File: src/rtl/instr_stream_encoder.sv
// instr_stream_encoder
//   Packs symbolic instruction beats into 32-bit MIPS words and writes them
//   to instruction memory at consecutive word addresses. Used by the bench
//   and boot path to load programs into imem.
//
// Ports
//   clk, rst_n            rising-edge clock, async active-low reset
//   start                 one-cycle pulse, begins/restarts a program load
//   in_valid / in_ready   beat handshake (in_ready high only in LOAD)
//   in_op                 0 ADD 1 SUB 2 SLT 3 MUL 4 LW 5 SW 6 ADDI 7 BEQ 8 J
//   in_rs/in_rt/in_rd     register fields
//   in_imm / in_target    I-type immediate / J-type target
//   in_last               final beat of the program
//   imem_we/addr/wdata    registered write port, one word per accepted beat
//   busy / done / err     status levels (LOAD / DONE / ERR)
//   count                 words written since start
//
// state | meaning
// ------+-----------------------------------------------
// IDLE  | after reset, waiting for start
// LOAD  | accepting beats, one word written per beat
// DONE  | last beat written, waiting for start
// ERR   | illegal op or imem overflow, waiting for start
module instr_stream_encoder #(
  parameter int          ADDR_W    = 8,
  parameter int unsigned BASE_ADDR = 0
) (
  input  logic              clk,
  input  logic              rst_n,
  input  logic              start,
  input  logic              in_valid,
  output logic              in_ready,
  input  logic [3:0]        in_op,
  input  logic [4:0]        in_rs,
  input  logic [4:0]        in_rt,
  input  logic [4:0]        in_rd,
  input  logic [15:0]       in_imm,
  input  logic [25:0]       in_target,
  input  logic              in_last,
  output logic              imem_we,
  output logic [ADDR_W-1:0] imem_addr,
  output logic [31:0]       imem_wdata,
  output logic              busy,
  output logic              done,
  output logic              err,
  output logic [ADDR_W:0]   count
);

  localparam int                DEPTH    = 1 << ADDR_W;
  localparam logic [ADDR_W-1:0] BASE     = ADDR_W'(BASE_ADDR);
  localparam logic [ADDR_W:0]   LAST_CNT = (ADDR_W+1)'(DEPTH - 1);

  typedef enum logic [1:0] {
    IDLE = 2'd0,
    LOAD = 2'd1,
    DONE = 2'd2,
    ERR  = 2'd3
  } state_t;

  state_t              state_q, state_d;
  logic                we_q, we_d;
  logic [ADDR_W-1:0]   addr_q, addr_d;
  logic [31:0]         wdata_q, wdata_d;
  logic [ADDR_W-1:0]   ptr_q, ptr_d;
  logic [ADDR_W:0]     count_q, count_d;

  logic                legal;
  logic [31:0]         word;
  logic                at_last;

  // Combinational encoder; unused fields of each format are simply not used.
  always_comb begin
    legal = 1'b1;
    word  = '0;
    unique case (in_op)
      4'd0:    word = {6'b000000, in_rs, in_rt, in_rd, 5'b00000, 6'b100000};
      4'd1:    word = {6'b000000, in_rs, in_rt, in_rd, 5'b00000, 6'b100010};
      4'd2:    word = {6'b000000, in_rs, in_rt, in_rd, 5'b00000, 6'b101010};
      4'd3:    word = {6'b000000, in_rs, in_rt, in_rd, 5'b00000, 6'b011100};
      4'd4:    word = {6'b100011, in_rs, in_rt, in_imm};
      4'd5:    word = {6'b101011, in_rs, in_rt, in_imm};
      4'd6:    word = {6'b001000, in_rs, in_rt, in_imm};
      4'd7:    word = {6'b000100, in_rs, in_rt, in_imm};
      4'd8:    word = {6'b000010, in_target};
      default: legal = 1'b0;
    endcase
  end

  // The last writable slot is reached either by count or, with a nonzero
  // base, by the pointer hitting the top of imem; the pointer never wraps.
  assign at_last = (count_q == LAST_CNT) || (ptr_q == {ADDR_W{1'b1}});

  always_comb begin
    state_d = state_q;
    we_d    = 1'b0;
    addr_d  = addr_q;
    wdata_d = wdata_q;
    ptr_d   = ptr_q;
    count_d = count_q;
    if (start) begin
      // start wins over a beat presented in the same cycle
      state_d = LOAD;
      ptr_d   = BASE;
      count_d = '0;
    end else if (state_q == LOAD && in_valid) begin
      if (!legal) begin
        state_d = ERR;
      end else begin
        we_d    = 1'b1;
        addr_d  = ptr_q;
        wdata_d = word;
        count_d = count_q + 1'b1;
        if (!at_last) ptr_d = ptr_q + 1'b1;
        if (in_last)      state_d = DONE;
        else if (at_last) state_d = ERR;
      end
    end
  end

  always_ff @(posedge clk or negedge rst_n) begin
    if (!rst_n) begin
      state_q <= IDLE;
      we_q    <= 1'b0;
      addr_q  <= '0;
      wdata_q <= '0;
      ptr_q   <= BASE;
      count_q <= '0;
    end else begin
      state_q <= state_d;
      we_q    <= we_d;
      addr_q  <= addr_d;
      wdata_q <= wdata_d;
      ptr_q   <= ptr_d;
      count_q <= count_d;
    end
  end

  assign in_ready   = (state_q == LOAD);
  assign busy       = (state_q == LOAD);
  assign done       = (state_q == DONE);
  assign err        = (state_q == ERR);
  assign imem_we    = we_q;
  assign imem_addr  = addr_q;
  assign imem_wdata = wdata_q;
  assign count      = count_q;

endmodule

File: config.mk
export PLATFORM = sky130hd
export DESIGN_NAME = instr_stream_encoder
export DESIGN_NICKNAME = d
export VERILOG_FILES = /design/src/rtl/instr_stream_encoder.sv
export SDC_FILE = /design/constraint.sdc
export NUM_CORES = 1
export LEC_CHECK = 0
export CELL_PAD_IN_SITES_DETAIL_PLACEMENT = 0
export CELL_PAD_IN_SITES_GLOBAL_PLACEMENT = 1
export CORE_UTILIZATION = 28
export DETAILED_ROUTE_END_ITERATION = 16
export PLACE_DENSITY_LB_ADDON = 0.1
export SLEW_MARGIN = 10
export SYNTH_ARGS = -nofsm -noshare
export SYNTH_HDL_FRONTEND = slang
export SYNTH_SLANG_ARGS = --single-unit
File: constraint.sdc
create_clock -name clk -period 2.1 [get_ports clk]
set_clock_uncertainty 0.05 [all_clocks]
set_input_delay 0.42 -clock clk [delete_from_list [all_inputs] [get_ports clk]]
set_output_delay 0.42 -clock clk [all_outputs]
set_load 0.02 [all_outputs]
### After elaboration in Yosys (flattened, before gate mapping)

Index checks and enable logic that the tools add are counted.

| storage, ports and cells | value |
|---|---|
| register bits | 60 |
| output and inout port bits | 54 |
| bits of input ports | 66 |
| logic and storage cells | 51 |

| cells by class | value |
|---|---|
| reductions and logical operators | 10 |
| muxes and demuxes | 17 |
| bitwise logic cells | 1 |
| add/sub/neg operators | 2 |
| eq/ne operators | 15 |

Operators by type and width:

| kind | count |
|---|---|
| one-hot mux 32 bit (9 select lines) | 1 |
| two-way mux 8 bit | 4 |
| two-way mux 9 bit | 3 |
| == test 4 x 3 -> 1 bit, second input constant | 4 |
| two-way mux 2 bit | 5 |
| adder 9 x 1 -> 9 bit, second input constant | 1 |
| == test 9 x 8 -> 1 bit, second input constant | 1 |
| OR reduction 9 bit | 1 |
| adder 8 x 1 -> 8 bit, second input constant | 1 |
| == test 4 x 2 -> 1 bit, second input constant | 2 |
| == test 8 bit, second input constant | 1 |
| AND reduction 3 bit | 2 |
| == test 2 bit, second input constant | 2 |
| == test 4 x 1 -> 1 bit, second input constant | 1 |
| == test 4 bit, second input constant | 1 |
| zero test 4 bit | 1 |
| two-way mux 1 bit | 4 |
| inequality test 4 x 3 -> 1 bit, second input constant | 1 |
| AND reduction 2 bit | 2 |
| nonzero test 2 bit | 2 |
| == test 2 x 1 -> 1 bit, second input constant | 1 |
| inequality test 2 bit, second input constant | 1 |
| logical AND 1 bit | 1 |
| logical OR 1 bit | 1 |
| NOT 1 bit | 1 |

### Logic depth before layout (Yosys ltp)

Gate-level depths: netlist of run 1.

| depth | value |
|---|---|
| word-level depth | 7 |
| mapped depth | 9 |
| mapped depth without buffers | 7 |

### Worst setup path after synthesis of run 1

Ideal clock, no wire load.

| timing | value |
|---|---|
| kind | flip-flop to flip-flop |
| start point | reg count_q[0], in the netlist count[0] |
| end point | reg ptr_q[7] |
| cell stages (with the launch flop) | 8 |
| path buffers | 0 |
| setup slack | -0.142 ns |
| arrival | 2.067 ns |
| data required time | 1.925 ns |
| clock period less this slack | 2.242 ns |
| library setup time | 0.125 ns |
| cells stage by stage | dfrtp_1 > ha_1 > nand3_1 > nor2_1 > ha_1 > or3_4 > or3_1 > mux2_4 |

| on the way | value |
|---|---|
| longest elaborated chain between the ends | 4 |

RTL lines:

| what | line | text |
|---|---|---|
| start: declaration | 65 | `logic [ADDR_W:0] count_q, count_d;` |
| start signal: assignment | 134 | `count_q <= count_d;` |
| == test 9 x 8 -> 1 bit | 91 | `assign at_last = (count_q == LAST_CNT) \|\| (ptr_q == {ADDR_W{1'b1}});` |
| logical OR 1 bit | 91 |  |
| inequality test 2 bit (no source line) | -- |  |
| AND reduction 3 bit (no source line) | -- |  |
| end signal: assignment | 133 | `ptr_q <= ptr_d;` |
| end: declaration | 64 | `logic [ADDR_W-1:0] ptr_q, ptr_d;` |

No other way between the ends.
A chain may end at the register's enable or synchronous reset.

### Final worst setup path of run 1

| timing | value |
|---|---|
| start point | reg count_q[1], in the netlist count[1] |
| end point | reg ptr_q[7] |

Same word-level chain as after synthesis.

==> metrics.txt, run 1 <==
# TYPE chip_impl_metric gauge
chip_impl_metric{name="dpl.cell_count",unit=""} 569
chip_impl_metric{name="synth-compound-area-share",unit=""} 0.148
chip_impl_metric{name="finish.cell_count_without_fillers",unit=""} 587
chip_impl_metric{name="layout_worst_path_cycle_share",unit=""} 1.00
chip_impl_metric{name="core_area",unit="sq mm"} 0.00986
chip_impl_metric{name="grt_antenna_before_repair",unit=""} 0
chip_impl_metric{name="fillCellCount",unit=""} 963
chip_impl_metric{name="postRouteAntennaNets",unit=""} 0
chip_impl_metric{name="signed_area_change_from_the_synthesized_netlist_to_the_final_layout",unit="%"} 61.0
chip_impl_metric{name="syn-num-nets",unit=""} 383
chip_impl_metric{name="setup_viol",unit=""} 0
chip_impl_metric{name="synth_enable_flop_cells",unit=""} 0
chip_impl_metric{name="netlist_instances",unit=""} 314
chip_impl_metric{name="h-tree-depth",unit=""} 3
chip_impl_metric{name="dieWidth",unit="microns"} 103
chip_impl_metric{name="period_needed",unit="ps"} 2100
chip_impl_metric{name="fraction_of_layout_instances_using_a_drive_strength_above_1",unit=""} 0.141
chip_impl_metric{name="clock_input_transition_at_the_sequential_cells_of_the_worst_setup_and_hold_paths",unit="ps"} 70
chip_impl_metric{name="synth.ff_latch_count",unit=""} 58
chip_impl_metric{name="synth_cell_type_count",unit=""} 45
chip_impl_metric{name="post-route-drc-count",unit=""} 0
chip_impl_metric{name="worst-endpoint-required",unit="ps"} 2260
chip_impl_metric{name="post_synth_xor_area_fraction",unit=""} 0.0243
chip_impl_metric{name="layout.core_utilization",unit=""} 0.470
chip_impl_metric{name="multiInputGateArea",unit="sq mm"} 0.00134
chip_impl_metric{name="initial_core_util",unit=""} 0.292
chip_impl_metric{name="grt.overflow.total",unit=""} 0
chip_impl_metric{name="worst_slew_pin_slew",unit="ps"} 688
chip_impl_metric{name="antenna_cells_inserted",unit=""} 0
chip_impl_metric{name="synth.top_cell.area_share",unit=""} 0.504
chip_impl_metric{name="final_hold_violations",unit=""} 0
chip_impl_metric{name="via_count",unit=""} 2676
chip_impl_metric{name="worst-path-max-fanout",unit=""} 6
chip_impl_metric{name="power.switching_fraction",unit=""} 0.305
chip_impl_info{name="endpoint_kind",value="flop"} 1
chip_impl_metric{name="design_area",unit="sq mm"} 0.00464
chip_impl_metric{name="synth.yosys.seq_area_share",unit=""} 0.504
chip_impl_metric{name="synth_simple_gate_area_frac",unit=""} 0.226
chip_impl_metric{name="maxSlewHeadroom",unit=""} 0.541
chip_impl_info{name="synth.area.top_cells",value="sky130_fd_sc_hd__dfrtp_1 (50%), sky130_fd_sc_hd__nor2_1 (6.9%), sky130_fd_sc_hd__nand2_1 (6.3%)"} 1
chip_impl_metric{name="slew_violations",unit=""} 0
chip_impl_metric{name="postSynth.asyncResetShare",unit=""} 1.00
chip_impl_metric{name="boundaryPins",unit=""} 120
chip_impl_metric{name="power_frac_comb",unit=""} 0.300
chip_impl_info{name="root_buffer",value="sky130_fd_sc_hd__clkbuf_8"} 1
chip_impl_metric{name="iter_0_drt_violations",unit=""} 57
chip_impl_metric{name="gp_congestion",unit=""} 0.756
chip_impl_metric{name="mappedNetlistArea",unit="sq mm"} 0.00288
chip_impl_metric{name="via_count_of_the_first_global_routing_pass",unit=""} 2571
chip_impl_metric{name="synthMuxAreaShare",unit=""} 0.0300
chip_impl_metric{name="die_y",unit="microns"} 103
chip_impl_metric{name="floorplan.die_area",unit="sq mm"} 0.0107
chip_impl_metric{name="power.clock.fraction",unit=""} 0.302
chip_impl_metric{name="power_density",unit="mW/mm^2"} 735
chip_impl_metric{name="routed_wire_length_per_instance",unit="microns"} 14.4
chip_impl_metric{name="synth_area_per_cell",unit="sq um"} 9.17
chip_impl_metric{name="groute.usage.overall",unit=""} 0.161
chip_impl_metric{name="placement_rows",unit=""} 36
chip_impl_metric{name="clock.fmax",unit="MHz"} 476
chip_impl_info{name="synth-main-ff-cell",value="sky130_fd_sc_hd__dfrtp_1"} 1
chip_impl_metric{name="deepest_clock_path_buffer_count",unit=""} 2
chip_impl_metric{name="p_int",unit="uW"} 2370
chip_impl_metric{name="firstDrtPassIters",unit=""} 4
chip_impl_info{name="synth_largest_area_cell",value="sky130_fd_sc_hd__dfrtp_1"} 1
chip_impl_metric{name="p_switching",unit="uW"} 1040
chip_impl_metric{name="arr_time_crit_path",unit="ps"} 2260
chip_impl_info{name="ys_top_cells_by_count",value="sky130_fd_sc_hd__dfrtp_1 (58), sky130_fd_sc_hd__nor2_1 (53), sky130_fd_sc_hd__nand2_1 (48), sky130_fd_sc_hd__a221oi_1 (16), sky130_fd_sc_hd__a21oi_1 (15)"} 1
chip_impl_metric{name="post_synthesis_adder_cell_area_fraction",unit=""} 0.0130
chip_impl_metric{name="final_nets",unit=""} 519
chip_impl_metric{name="count_of_yosys_warnings_during_synthesis",unit=""} 0
chip_impl_metric{name="vdd_drop_max",unit="mV"} 0.352
chip_impl_info{name="cts_tree",value="done"} 1
chip_impl_metric{name="portBuffers",unit=""} 118
chip_impl_metric{name="placed_area",unit="sq mm"} 0.00438
chip_impl_info{name="outcome",value="finished clean"} 1
chip_impl_info{name="cp-start-kind",value="flop"} 1
chip_impl_info{name="synthMostInstantiatedCell",value="sky130_fd_sc_hd__dfrtp_1"} 1
chip_impl_info{name="criticalPathCategory",value="reg -> reg"} 1
chip_impl_metric{name="tritoncts_num_sinks",unit=""} 58
chip_impl_metric{name="cts_made_buffers",unit=""} 9
chip_impl_metric{name="timing.reg2reg.worst_path_depth",unit=""} 7
chip_impl_metric{name="tns",unit="ps"} 0
chip_impl_metric{name="power.leakage",unit="uW"} 0.00192
chip_impl_metric{name="route.detailed.vias_per_inst",unit=""} 4.56
chip_impl_metric{name="dp.final_hpwl",unit="microns"} 5960
chip_impl_metric{name="max_cap_viol",unit=""} 0
chip_impl_info{name="synth_top_family_by_area",value="simple AND/OR/NAND/NOR gates"} 1
chip_impl_metric{name="maximum_number_of_pins_on_one_net_before_global_route_repair",unit=""} 38
chip_impl_info{name="tightest_hold_check_type",value="in -> async"} 1
chip_impl_info{name="unrepaired_setup_endpoints_after_global_routing",value="yes"} 1
chip_impl_metric{name="clkLatencyLatePin",unit="ps"} 340
chip_impl_metric{name="detail_route.wirelength",unit="microns"} 8450
chip_impl_metric{name="share_seq_of_total_power",unit=""} 0.398
chip_impl_metric{name="regArea",unit="sq mm"} 0.00145
chip_impl_metric{name="grt_first_pass_wirelength",unit="microns"} 12800
-- stage by stage --
| step | total power, uW | setup slack [ps] | hold slack, ps |
|---|---|---|---|
| finish | 3410 | 0.345 | 394 |
| global route | 3610 | -30.8 | 384 |
| CTS | 3450 | 7.98 | 380 |
| detailed placement | 2410 | -347 | 189 |
| global placement | 2390 | -309 | 188 |
| floorplan | 1830 | 11.8 | 74.4 |
-- cells by family (layout without fill, tap and decap cells) --
kind of cell	Yosys count	in the layout
AOI/OAI and AO/OA	63	63
other	1	1
muxes	8	8
xor gates and xnor gates	8	8
buffers and inverters	31	170
DFF	58	58
adders and majority gates	3	3
and+or+nand+nor	142	143
-- final cells by class --
| class | instances | share of cell area |
|---|---|---|
| Timing Repair Buffer | 149 | 0.315 |
| Sequential cell | 58 | 0.314 |
| Multi-Input combinational cell | 226 | 0.288 |
| Tap cell | 133 | 0.0359 |
| Clock buffer | 10 | 0.0297 |
| Clock inverter | 5 | 0.0119 |
| Inverter | 6 | 0.00540 |
-- power by group through the flow --
stage          clock, uW  combinational [uW]  sequential [uW]
5_1_grt             1120                1110             1380
6_report            1030                1020             1360
4_1_cts             1060                1030             1360
3_5_place_dp           0                1030             1380
2_1_floorplan          0                 272             1560
3_3_place_gp           0                1020             1370
-- critical path, cell delays in order (launching register included) --
cell                      delay [ps]
sky130_fd_sc_hd__dfrtp_2         430
sky130_fd_sc_hd__ha_4            170
sky130_fd_sc_hd__nand3_2          60
sky130_fd_sc_hd__nor2_2           40
sky130_fd_sc_hd__ha_2            180
sky130_fd_sc_hd__or3_4           420
sky130_fd_sc_hd__or3_4           340
sky130_fd_sc_hd__mux2_4          290
-- registers in the layout, indices dropped and copies added (netlist names) --
| signal | cells |
|---|---|
| count | 9 |
| imem_addr | 8 |
| imem_wdata | 30 |
| imem_we | 1 |
| ptr_q | 8 |
| state_q | 2 |
-- placed cells by master (no fill, tap or decap), drive strengths merged, types with 2 or more instances in the layout --
master and n:
xnor2 8, a221oi 16, clkinvlp 2, nor2b 6, inv 6, nand4 3, nor3 3, mux2i 6
nor4 5, nand2 48, ha 3, clkbuf 10, nand3b 2, a21oi 15, o21ai 14, buf 31
or4 2, nand3 7, o41ai 2, dfrtp 58, clkinv 2, clkdlybuf4s50 117, a211oi 4, nor2 53
o31ai 5, or3 6, mux2 2, nand2b 3, a2bb2oi 2
-- timing repair --
action,4_1_cts,5_1_grt
resized for setup,2,7
buffers inserted,0,1
hold buffers,1,0
hold endpoints to repair,1,0
pin swaps,0,5
endpoints found under the setup margin,2,35
gates cloned,0,1
-- path summary, 6_finish.rpt --
| path | start | endpoint | slack [ps] |
|---|---|---|---|
| worst max-delay path | count[1] | ptr_q[7] | 0.3 |
| worst min-delay path | rst_n | imem_wdata[5] | 390 |
| worst max register to register | count[1] | ptr_q[7] | 0.3 |
| worst min register to register | imem_wdata[5] | imem_wdata[5] | 430 |
| max in group asynchronous | rst_n | count[0] | 1100 |
| min in group clk | imem_wdata[5] | imem_wdata[5] | 430 |
-- layer usage --
layer,track usage,wire length (microns)
met1,0.203,3840
met2,0.261,3930
met3,0.0356,561
met4,0.0748,119
met5,0,0
Note: power is estimated with default switching activity, not from simulation.
==> run 2: changes to the inputs <==
CORE_ASPECT_RATIO = 0.8   (was not set)
CORE_UTILIZATION = 33   (was 28)
clock period = 2.5 ns   (was 2.1 ns; I/O delays follow)
==> metrics.txt, run 2 (synthesized netlist as in run 1, its figures left out) <==
# TYPE chip_impl_metric gauge
chip_impl_metric{name="p_switching",unit="uW"} 861
chip_impl_metric{name="power_frac_comb",unit=""} 0.280
chip_impl_info{name="tightest_hold_check_type",value="in -> async"} 1
chip_impl_metric{name="grt.overflow.total",unit=""} 0
chip_impl_metric{name="placed_area",unit="sq mm"} 0.00423
chip_impl_metric{name="largest_register_ffs",unit=""} 30
chip_impl_metric{name="core_area",unit="sq mm"} 0.00848
chip_impl_metric{name="grt_antenna_before_repair",unit=""} 0
chip_impl_metric{name="clkLatencyLatePin",unit="ps"} 330
chip_impl_metric{name="portBuffers",unit=""} 118
chip_impl_info{name="path_common_cell",value="sky130_fd_sc_hd__ha_1"} 1
chip_impl_metric{name="route.met3.wl",unit="microns"} 481
chip_impl_metric{name="clock.fmax",unit="MHz"} 439
chip_impl_info{name="worst_path_dominant_cell_family",value="simple AND/OR/NAND/NOR gates"} 1
chip_impl_info{name="outcome",value="finished clean"} 1
chip_impl_metric{name="groute.usage.overall",unit=""} 0.182
chip_impl_metric{name="via_count",unit=""} 2727
chip_impl_metric{name="finalPower",unit="uW"} 2970
chip_impl_metric{name="detail_route.wirelength",unit="microns"} 7860
chip_impl_metric{name="dp_slack",unit="ps"} -23.4
chip_impl_metric{name="dieWidth",unit="microns"} 106
chip_impl_metric{name="grt_first_pass_wirelength",unit="microns"} 12800
chip_impl_metric{name="signed_area_change_from_the_synthesized_netlist_to_the_final_layout",unit="%"} 55.0
chip_impl_info{name="endpoint_kind",value="flop"} 1
chip_impl_info{name="crit_path_top_delay_cell",value="sky130_fd_sc_hd__dfrtp_1"} 1
chip_impl_metric{name="p_int",unit="uW"} 2110
chip_impl_metric{name="deepest_clock_path_buffer_count",unit=""} 2
chip_impl_metric{name="die_y",unit="microns"} 85.5
chip_impl_metric{name="layout_worst_path_cycle_share",unit=""} 0.910
chip_impl_metric{name="period_needed",unit="ps"} 2280
chip_impl_metric{name="reg2reg_slack",unit="ps"} 220
chip_impl_metric{name="tns",unit="ps"} 0
chip_impl_metric{name="clock_input_transition_at_the_sequential_cells_of_the_worst_setup_and_hold_paths",unit="ps"} 70
chip_impl_metric{name="slew_violations",unit=""} 0
chip_impl_metric{name="vdd_drop_max",unit="mV"} 0.253
chip_impl_metric{name="cts_hold_buf",unit=""} 0
chip_impl_metric{name="met2_layer_wire_length_in_the_routed_design",unit="microns"} 3450
chip_impl_metric{name="boundaryPins",unit=""} 120
chip_impl_metric{name="route.detailed.vias_per_inst",unit=""} 4.93
chip_impl_metric{name="met1_length",unit="microns"} 3870
chip_impl_info{name="cp-startpoint",value="count[0]"} 1
chip_impl_metric{name="antenna_cells_inserted",unit=""} 0
chip_impl_metric{name="fillCellCount",unit=""} 841
chip_impl_metric{name="critical_path_buf_inv_count",unit=""} 1
chip_impl_metric{name="maximum_number_of_pins_on_one_net_before_global_route_repair",unit=""} 49
chip_impl_metric{name="h-tree-depth",unit=""} 3
chip_impl_info{name="unrepaired_setup_endpoints_after_global_routing",value="no"} 1
chip_impl_metric{name="final_nets",unit=""} 505
chip_impl_info{name="layout_common_cells",value="sky130_fd_sc_hd__clkdlybuf4s50_1 (117), sky130_fd_sc_hd__dfrtp_1 (58), sky130_fd_sc_hd__nor2_1 (53), sky130_fd_sc_hd__nand2_1 (48)"} 1
chip_impl_metric{name="cts_made_buffers",unit=""} 9
chip_impl_metric{name="power.leakage",unit="uW"} 0.00187
chip_impl_metric{name="power.clock.fraction",unit=""} 0.335
chip_impl_metric{name="post-route-drc-count",unit=""} 0
chip_impl_metric{name="worst-endpoint-required",unit="ps"} 2710
chip_impl_info{name="root_buffer",value="sky130_fd_sc_hd__clkbuf_8"} 1
chip_impl_info{name="cp-start-kind",value="flop"} 1
chip_impl_metric{name="placement_rows",unit=""} 30
chip_impl_metric{name="dp.final_hpwl",unit="microns"} 5600
chip_impl_metric{name="via_count_of_the_first_global_routing_pass",unit=""} 2411
chip_impl_metric{name="postRouteAntennaNets",unit=""} 0
chip_impl_metric{name="iter_0_drt_violations",unit=""} 113
chip_impl_metric{name="worst_slack",unit="ps"} 224
chip_impl_metric{name="final_hold_violations",unit=""} 0
chip_impl_metric{name="power_density",unit="mW/mm^2"} 666
chip_impl_metric{name="design_area",unit="sq mm"} 0.00446
chip_impl_metric{name="power.switching_fraction",unit=""} 0.290
chip_impl_info{name="criticalPathCategory",value="reg -> reg"} 1
chip_impl_metric{name="max_cap_viol",unit=""} 0
chip_impl_metric{name="share_seq_of_total_power",unit=""} 0.384
chip_impl_metric{name="worst-path-max-fanout",unit=""} 10
chip_impl_metric{name="count_of_instances_resized_after_the_clock_tree_is_built",unit=""} 0
chip_impl_info{name="cell_breakdown_of_the_critical_path",value="ha_1, nand3_1, nor2_1, ha_1, or3_4, buf_4, or4_1, a21oi_1"} 1
chip_impl_info{name="top_signal_layer_used",value="met4"} 1
chip_impl_metric{name="firstDrtPassIters",unit=""} 4
chip_impl_metric{name="initial_core_util",unit=""} 0.339
chip_impl_info{name="crit-reg2reg-launch",value="count[0]"} 1
chip_impl_metric{name="slowest_delay",unit="ps"} 420
chip_impl_metric{name="fraction_of_layout_instances_using_a_drive_strength_above_1",unit=""} 0.0930
chip_impl_metric{name="floorplan.die_area",unit="sq mm"} 0.00910
chip_impl_metric{name="layout.core_utilization",unit=""} 0.526
chip_impl_info{name="layout_commonest_cell",value="sky130_fd_sc_hd__clkdlybuf4s50_1"} 1
chip_impl_metric{name="routed_wire_length_per_instance",unit="microns"} 14.2
chip_impl_metric{name="gp_congestion",unit=""} 0.796
chip_impl_metric{name="tritoncts_num_sinks",unit=""} 58
chip_impl_metric{name="cts_setup_buffers",unit=""} 0
chip_impl_info{name="cts_tree",value="done"} 1
chip_impl_metric{name="arr_time_crit_path",unit="ps"} 2490
chip_impl_metric{name="setup_viol",unit=""} 0
## run 2: changes by cell type in the layout (fill, tap and decap cells not counted), sizes merged
cell / before / now
buf: 31 / 19
bufinv: 1 / 2
clkbuf: 10 / 12
dlygate4sd3: 1 / 0
or3: 6 / 5
clkinvlp: 2 / 0
## run 2: final timing paths
path / to / cells after the start
max: ptr_q[3] / 8
min: imem_addr[1] / 1
max reg2reg: ptr_q[3] / 8
min reg2reg: imem_wdata[27] / 2
max in group asynchronous: imem_wdata[17] / 2
min in group clk: imem_wdata[27] / 2
## run 2: stage by stage
| step | hold slack, ps | cells |
|---|---|---|
| global route | 78.2 | 553 |
| detailed placement | 405 | 537 |
| global placement | 400 | 537 |
| floorplan | 154 | 314 |
| finish | 50.3 | 553 |
| CTS | 48.1 | 553 |
## run 2: routing by layer
layer  vias to the layer above  GRT usage
li1                       1334          -
met1                      1298      0.263
met2                        89      0.268
met3                         6     0.0578
met4                         0     0.0411
met5                         -          0
## run 2: area by class of cell
cell class / count / area [sq um] / area share
clock buffers: 12 / 155 / 0.0348
clock inverters: 4 / 73.8 / 0.0165
inverters: 6 / 22.5 / 0.00505
multi-input cells: 225 / 1280 / 0.288
flip-flops and latches: 58 / 1450 / 0.325
well taps: 112 / 140 / 0.0314
repair buffers: 136 / 1340 / 0.299
## run 2: power by group through the flow
stage	Sequential, uW	Clock, uW	Combinational, uW
floorplan	1310	0	228
global placement	1150	0	836
detailed placement	1160	0	841
CTS	1140	1030	844
global route	1160	1070	900
finish	1140	996	833
